$ cat src/rtl/hh_stdp_pkg.sv
// Shared widths, default constants and saturating helpers for the two-neuron STDP core.
package hh_stdp_pkg;

  localparam int V_W    = 16;
  localparam int I_W    = 8;
  localparam int W_W    = 8;
  localparam int TR_W   = 8;
  localparam int REFR_W = 3;
  // Membrane arithmetic is done two bits wider so the sum never wraps before saturation.
  localparam int EXT_W  = V_W + 2;

  localparam logic [V_W-1:0]    THRESH      = 16'h8000;
  localparam int                LEAK_SHIFT  = 4;
  localparam int                I_SHIFT     = 6;
  localparam logic [REFR_W-1:0] REFRACT     = 3'd4;
  localparam logic [W_W-1:0]    W_INIT      = 8'h40;
  localparam logic [TR_W-1:0]   TRACE_DECAY = 8'd16;
  localparam logic [TR_W-1:0]   TRACE_MAX   = 8'hFF;
  localparam int                STDP_SHIFT  = 4;

  typedef struct packed {
    logic [V_W-1:0] v;
    logic           spike;
    logic           fire;
  } neuron_obs_t;

  function automatic logic [W_W-1:0] sat_add(input logic [W_W-1:0] a, input logic [W_W-1:0] b);
    logic [W_W:0] s;
    s = {1'b0, a} + {1'b0, b};
    return s[W_W] ? {W_W{1'b1}} : s[W_W-1:0];
  endfunction

  function automatic logic [W_W-1:0] sat_sub(input logic [W_W-1:0] a, input logic [W_W-1:0] b);
    return (b > a) ? {W_W{1'b0}} : (a - b);
  endfunction

endpackage

$ cat src/rtl/hh_stdp_pair_lif_neuron.sv
// Leaky integrate-and-fire neuron: 16-bit saturating membrane, threshold reset, refractory hold.
module lif_neuron
  import hh_stdp_pkg::*;
#(
  parameter logic [V_W-1:0]    THRESH_P  = THRESH,
  parameter int                LEAK_P    = LEAK_SHIFT,
  parameter int                ISHIFT_P  = I_SHIFT,
  parameter logic [REFR_W-1:0] REFRACT_P = REFRACT
) (
  input  logic             clk,
  input  logic             rst,
  input  logic             ena,
  input  logic [I_W-1:0]   i_in,
  input  logic [EXT_W-1:0] syn_in,
  output neuron_obs_t      obs
);

  localparam logic [REFR_W-1:0] REFR_ONE = {{(REFR_W-1){1'b0}}, 1'b1};

  logic [V_W-1:0]    v_q, v_d;
  logic [REFR_W-1:0] refr_q, refr_d;
  logic              spike_q, spike_d;
  logic              fire;

  logic [EXT_W-1:0] v_ext;
  logic [EXT_W-1:0] leak;
  logic [EXT_W-1:0] drive;
  logic [EXT_W-1:0] sum;
  logic [V_W-1:0]   v_sat;

  always_comb begin
    v_ext = {{(EXT_W-V_W){1'b0}}, v_q};
    leak  = v_ext >> LEAK_P;
    drive = {{(EXT_W-I_W){1'b0}}, i_in} << ISHIFT_P;
    sum   = v_ext - leak + drive + syn_in;
    v_sat = (sum[EXT_W-1:V_W] != '0) ? {V_W{1'b1}} : sum[V_W-1:0];
  end

  // fire marks the enabled edge on which the spike register will become 1.
  always_comb begin
    v_d     = v_q;
    refr_d  = refr_q;
    spike_d = spike_q;
    fire    = 1'b0;
    if (ena) begin
      if (refr_q != '0) begin
        v_d     = '0;
        spike_d = 1'b0;
        refr_d  = refr_q - REFR_ONE;
      end else if (v_sat >= THRESH_P) begin
        v_d     = '0;
        spike_d = 1'b1;
        refr_d  = REFRACT_P;
        fire    = 1'b1;
      end else begin
        v_d     = v_sat;
        spike_d = 1'b0;
      end
    end
  end

  always_ff @(posedge clk) begin
    if (rst) begin
      v_q     <= '0;
      refr_q  <= '0;
      spike_q <= 1'b0;
    end else begin
      v_q     <= v_d;
      refr_q  <= refr_d;
      spike_q <= spike_d;
    end
  end

  always_comb begin
    obs.v     = v_q;
    obs.spike = spike_q;
    obs.fire  = fire;
  end

endmodule

$ cat src/rtl/hh_stdp_pair.sv
// Two LIF neurons with one plastic N1->N2 synapse adapted by pair-based STDP traces.
module hh_stdp_pair
  import hh_stdp_pkg::*;
(
  input  logic       clk,
  input  logic       rst,
  input  logic       ena,
  input  logic [7:0] ui_in,
  input  logic [7:0] uio_in,
  output logic [7:0] uo_out,
  output logic [7:0] uio_out,
  output logic [7:0] uio_oe
);

  logic [I_W-1:0]   i_n   [2];
  logic [EXT_W-1:0] syn_n [2];
  neuron_obs_t      obs_n [2];

  logic [W_W-1:0]  w_q, w_d;
  logic [TR_W-1:0] pre_trace_q, pre_trace_d;
  logic [TR_W-1:0] post_trace_q, post_trace_d;
  logic            fire1, fire2;

  assign i_n[0] = ui_in;
  assign i_n[1] = uio_in;

  // N2 sees the weighted current only while the registered N1 spike is high.
  assign syn_n[0] = '0;
  assign syn_n[1] = obs_n[0].spike ? ({{(EXT_W-W_W){1'b0}}, w_q} << I_SHIFT) : '0;

  generate
    for (genvar gi = 0; gi < 2; gi++) begin : g_neuron
      lif_neuron u_neuron (
        .clk    (clk),
        .rst    (rst),
        .ena    (ena),
        .i_in   (i_n[gi]),
        .syn_in (syn_n[gi]),
        .obs    (obs_n[gi])
      );
    end
  endgenerate

  assign fire1 = obs_n[0].fire;
  assign fire2 = obs_n[1].fire;

  // STDP reads the traces as they stood before this edge; coincident spikes cancel.
  always_comb begin
    pre_trace_d  = pre_trace_q;
    post_trace_d = post_trace_q;
    w_d          = w_q;
    if (ena) begin
      pre_trace_d  = fire1 ? TRACE_MAX : sat_sub(pre_trace_q, TRACE_DECAY);
      post_trace_d = fire2 ? TRACE_MAX : sat_sub(post_trace_q, TRACE_DECAY);
      if (fire1 && fire2) begin
        w_d = w_q;
      end else if (fire2 && (pre_trace_q != '0)) begin
        w_d = sat_add(w_q, pre_trace_q >> STDP_SHIFT);
      end else if (fire1 && (post_trace_q != '0)) begin
        w_d = sat_sub(w_q, post_trace_q >> STDP_SHIFT);
      end
    end
  end

  always_ff @(posedge clk) begin
    if (rst) begin
      w_q          <= W_INIT;
      pre_trace_q  <= '0;
      post_trace_q <= '0;
    end else begin
      w_q          <= w_d;
      pre_trace_q  <= pre_trace_d;
      post_trace_q <= post_trace_d;
    end
  end

  assign uo_out  = obs_n[0].v[15:8];
  assign uio_out = {obs_n[0].spike, obs_n[1].spike, obs_n[1].v[15:10]};
  assign uio_oe  = 8'hFF;

  logic unused_v_bits;
  assign unused_v_bits = ^{obs_n[0].v[7:0], obs_n[1].v[9:0]};

endmodule

$ cat config.mk
export PLATFORM = sky130hd
export DESIGN_NAME = hh_stdp_pair
export DESIGN_NICKNAME = d
export VERILOG_FILES = /design/src/rtl/hh_stdp_pkg.sv /design/src/rtl/hh_stdp_pair_lif_neuron.sv /design/src/rtl/hh_stdp_pair.sv
export SDC_FILE = /design/constraint.sdc
export NUM_CORES = 1
export LEC_CHECK = 0
export ABC_AREA = 1
export CAP_MARGIN = 20
export CORE_MARGIN = 2
export CORE_UTILIZATION = 65
export CTS_CLUSTER_SIZE = 40
export DETAILED_ROUTE_END_ITERATION = 12
export PLACE_DENSITY = 0.87
export SLEW_MARGIN = 20
export SYNTH_ARGS = -nofsm -noshare
export SYNTH_HDL_FRONTEND = slang
export SYNTH_SLANG_ARGS = --single-unit
$ cat constraint.sdc
create_clock -name clk -period 10.5 [get_ports clk]
set_clock_uncertainty 0.1 [all_clocks]
set_input_delay 2.1 -clock clk [delete_from_list [all_inputs] [get_ports clk]]
set_output_delay 2.1 -clock clk [all_outputs]
set_load 0.02 [all_outputs]
==> impl_metrics.yaml <==
outcome:
  outcome: "finished, final reports clean"
grt:
  track_usage: 0.290
  antenna_found_initial: 0
  grt_max_degree: 41
  globalRouteOverflowTotal: 0
  grt_pass1_wl_um: 22900
  grt_pass1_vias: 5117
yosys:
  syn_avg_cell_area_um2: 6.77
  synthFlopType: "dfxtp_1"
  synth_top_area_frac: 0.206
  yosysMostFrequentCell: "nand2_1"
  synth_top_area_cell: "dfxtp_1"
  ys_types: 48
  ys_async_sr_fraction: 0
  netlist_top_cells_count: "203 x nand2_1, 119 x inv_1, 62 x nor2_1"
  yosysSeqAreaShare: 0.206
  synth.area.top_cells: "dfxtp_1 21%, nand2_1 14%, ha_1 12%, inv_1 7.9%, a21oi_1 5.2%"
  syn_area_mm2: 0.00563
  ys_ff_latch: 58
  syn_inst: 832
  yosys_warnings: 0
  synth_edf_count: 0
final_layout:
  syn_to_final_growth_pct: 8.60
  antennaDiodeCount: 0
  nets: 933
  fill_cells: 677
  layout-drive-gt1-share: 0.0845
flow_run:
  maxCapViolCount: 0
critical_path:
  cp_common_cell: "nand3_1"
  critPathArrivalTime_ps: 5350
  start_kind: "primary input"
  worstReg2RegStart: "g_neuron[1].u_neuron.v_q[10]"
  worst-setup-path-type: "in -> reg"
  crit_path_top_delay_cell: "fa_1"
  endpoint_kind: "flip-flop"
  critPathCapture: "g_neuron[1].u_neuron.v_q[1]"
  reg2reg_to: "g_neuron[1].u_neuron.v_q[1]"
  reg2reg_depth: 21
  crit_family: "adder cells"
  cp.depth: 13
  path_cells: "clkdlybuf4s50_1, inv_1, fa_1, inv_1, ha_1, fa_1, nand3_1, nand2_1, a31oi_1, nand3_1, nand2_2, nand3_1, o32ai_1"
  cp-startpoint: "uio_in[1]"
  crit_path_max_incr_delay_ps: 520
  r2r_setup_slack_ps: 5830
  cp.required_ps: 10620
  cp_max_fo: 15
  path_buf_inv: 3
clock_tree:
  ctsResizeCount: 0
  root_buffer: "clkbuf_8"
  cts_setup_buffers: 0
  numCtsBuffers: 9
  cts_hold_buf: 0
  cts.sinks: 58
  clockBufferDepth: 2
  tritoncts: "built"
  path_clk_slew_ps: 60
  clock_latency_ps: 350
  htreeDepth: 3
route:
  vias: 5441
  finalWirelength_um: 13600
  vias_per_cell: 5.69
  routedWlPerCell_um: 14.2
  firstDrtPassIters: 5
  drtIter0Drc: 287
  drc: 0
  ant_nets: 0
sta:
  clock.fmax_mhz: 191
  fin_setup_tns_ps: 0
  post-route-min-period_ps: 5230
  setup_violations: 0
  finalCritPeriodShare: 0.498
  maxSlewHeadroom: 0.323
  worstMarginPinSlew_ps: 1010
  hold_viol_final: 0
  rsz0062_at_grt: "no"
  slew_viol_final: 0
floorplan:
  pin_count: 43
  rows: 33
  die_h_um: 97.1
  start_util: 0.678
  coreArea_mm2: 0.00830
  design.die.area_mm2: 0.00942
  die_x_um: 97.1
place:
  dp_hpwl_um: 10500
  gp_congestion: 0.905
  portBuffers: 34
hold_path:
  hp-class: "reg -> reg"
  hp-start: "pre_trace_q[2]"
-- cell usage in the layout, fill, tap and decap left out, types with 2 or more instances in the layout --
master / count
xnor2_1: 7
nand2_4: 5
clkdlybuf4s50_1: 34
clkbuf_8: 11
clkinv_2: 2
a21oi_2: 3
nand3_1: 42
o22ai_2: 10
nor2_1: 62
o22ai_1: 9
or2_2: 5
a21oi_1: 58
nand2_1: 202
nor3_2: 2
a31oi_1: 12
nand3_4: 3
conb_1: 8
fa_1: 14
dfxtp_1: 58
inv_1: 119
nand3b_1: 3
o21ai_0: 41
o32ai_1: 4
nor4_1: 2
ha_1: 53
nor3_1: 4
bufinv_16: 2
nand3_2: 4
clkinv_1: 2
xor2_1: 22
nand4_1: 5
o21ai_1: 8
inv_2: 6
nand2_2: 15
-- layer usage --
layer / track usage / routed length (µm) / part of all wire / vias to the layer above
met4: 0.105 / 354 / 0.026 / 0
met5: 0 / 0 / 0 / -
met1: 0.358 / 5860 / 0.43 / 2513
met2: 0.513 / 6650 / 0.49 / 173
li1: - / - / - / 2720
met3: 0.0453 / 704 / 0.052 / 35
-- tightest hold or removal path, cell delays in order (launching register included) --
cell     delay, ps
dfxtp_1        310
nand2_1         60
a21oi_1         50
-- metrics by stage --
| step | setup slack, ps | utilization | std cells | hold slack, ps | cell area [µm²] |
|---|---|---|---|---|---|
| 2_1_floorplan | 5820 | - | 839 | 344 | 5660 |
| 3_3_place_gp | 5100 | 0.709 | 941 | 352 | 5880 |
| 3_5_place_dp | 5000 | 0.709 | 941 | 361 | 5880 |
| 4_1_cts | 5310 | 0.736 | 957 | 370 | 6110 |
| 5_1_grt | 5120 | 0.737 | 957 | 401 | 6110 |
| 6_report | 5270 | 0.737 | 957 | 366 | 6110 |
-- layout make-up --
| type | instances | area, µm² | area share |
|---|---|---|---|
| repair buffers | 35 | 348 | 0.0569 |
| clock buffers | 12 | 155 | 0.0254 |
| clock inverters | 4 | 73.8 | 0.0121 |
| well taps | 105 | 131 | 0.0215 |
| inverters | 128 | 482 | 0.0788 |
| multi-input cells | 615 | 3760 | 0.615 |
| flip-flops and latches | 58 | 1160 | 0.190 |
-- flip-flops by register name, summed over array words and instances (netlist names) --
signal,flops
g_neuron.u_neuron.spike_q,2
w_q,8
pre_trace_q,5
g_neuron.u_neuron.v_q,32
post_trace_q,5
g_neuron.u_neuron.refr_q,6
-- cell families (layout without fill, tap and decap cells) --
family,count (synthesis),count (layout),share of synthesized area
AO/OA/AOI/OAI,155,155,0.167
buffers and inverters,166,179,0.130
other,1,8,0.000666
flip-flops,58,58,0.206
adder cells (fa/ha/maj),67,67,0.168
AND/OR/NAND/NOR,356,356,0.283
XOR/XNOR,29,29,0.0451
-- worst min-delay path by stage --
stage | end | slack (ps) | depth (start not counted)
finish | pre_trace_q[2] | 370 | 2
global route | pre_trace_q[2] | 400 | 2
CTS | pre_trace_q[2] | 370 | 2
detailed placement | pre_trace_q[2] | 360 | 2
global placement | pre_trace_q[2] | 350 | 2
floorplan | pre_trace_q[2] | 340 | 2
Power is not shown: default switching activity piles up to over one toggle a cycle in this logic, so the estimate is an artifact.
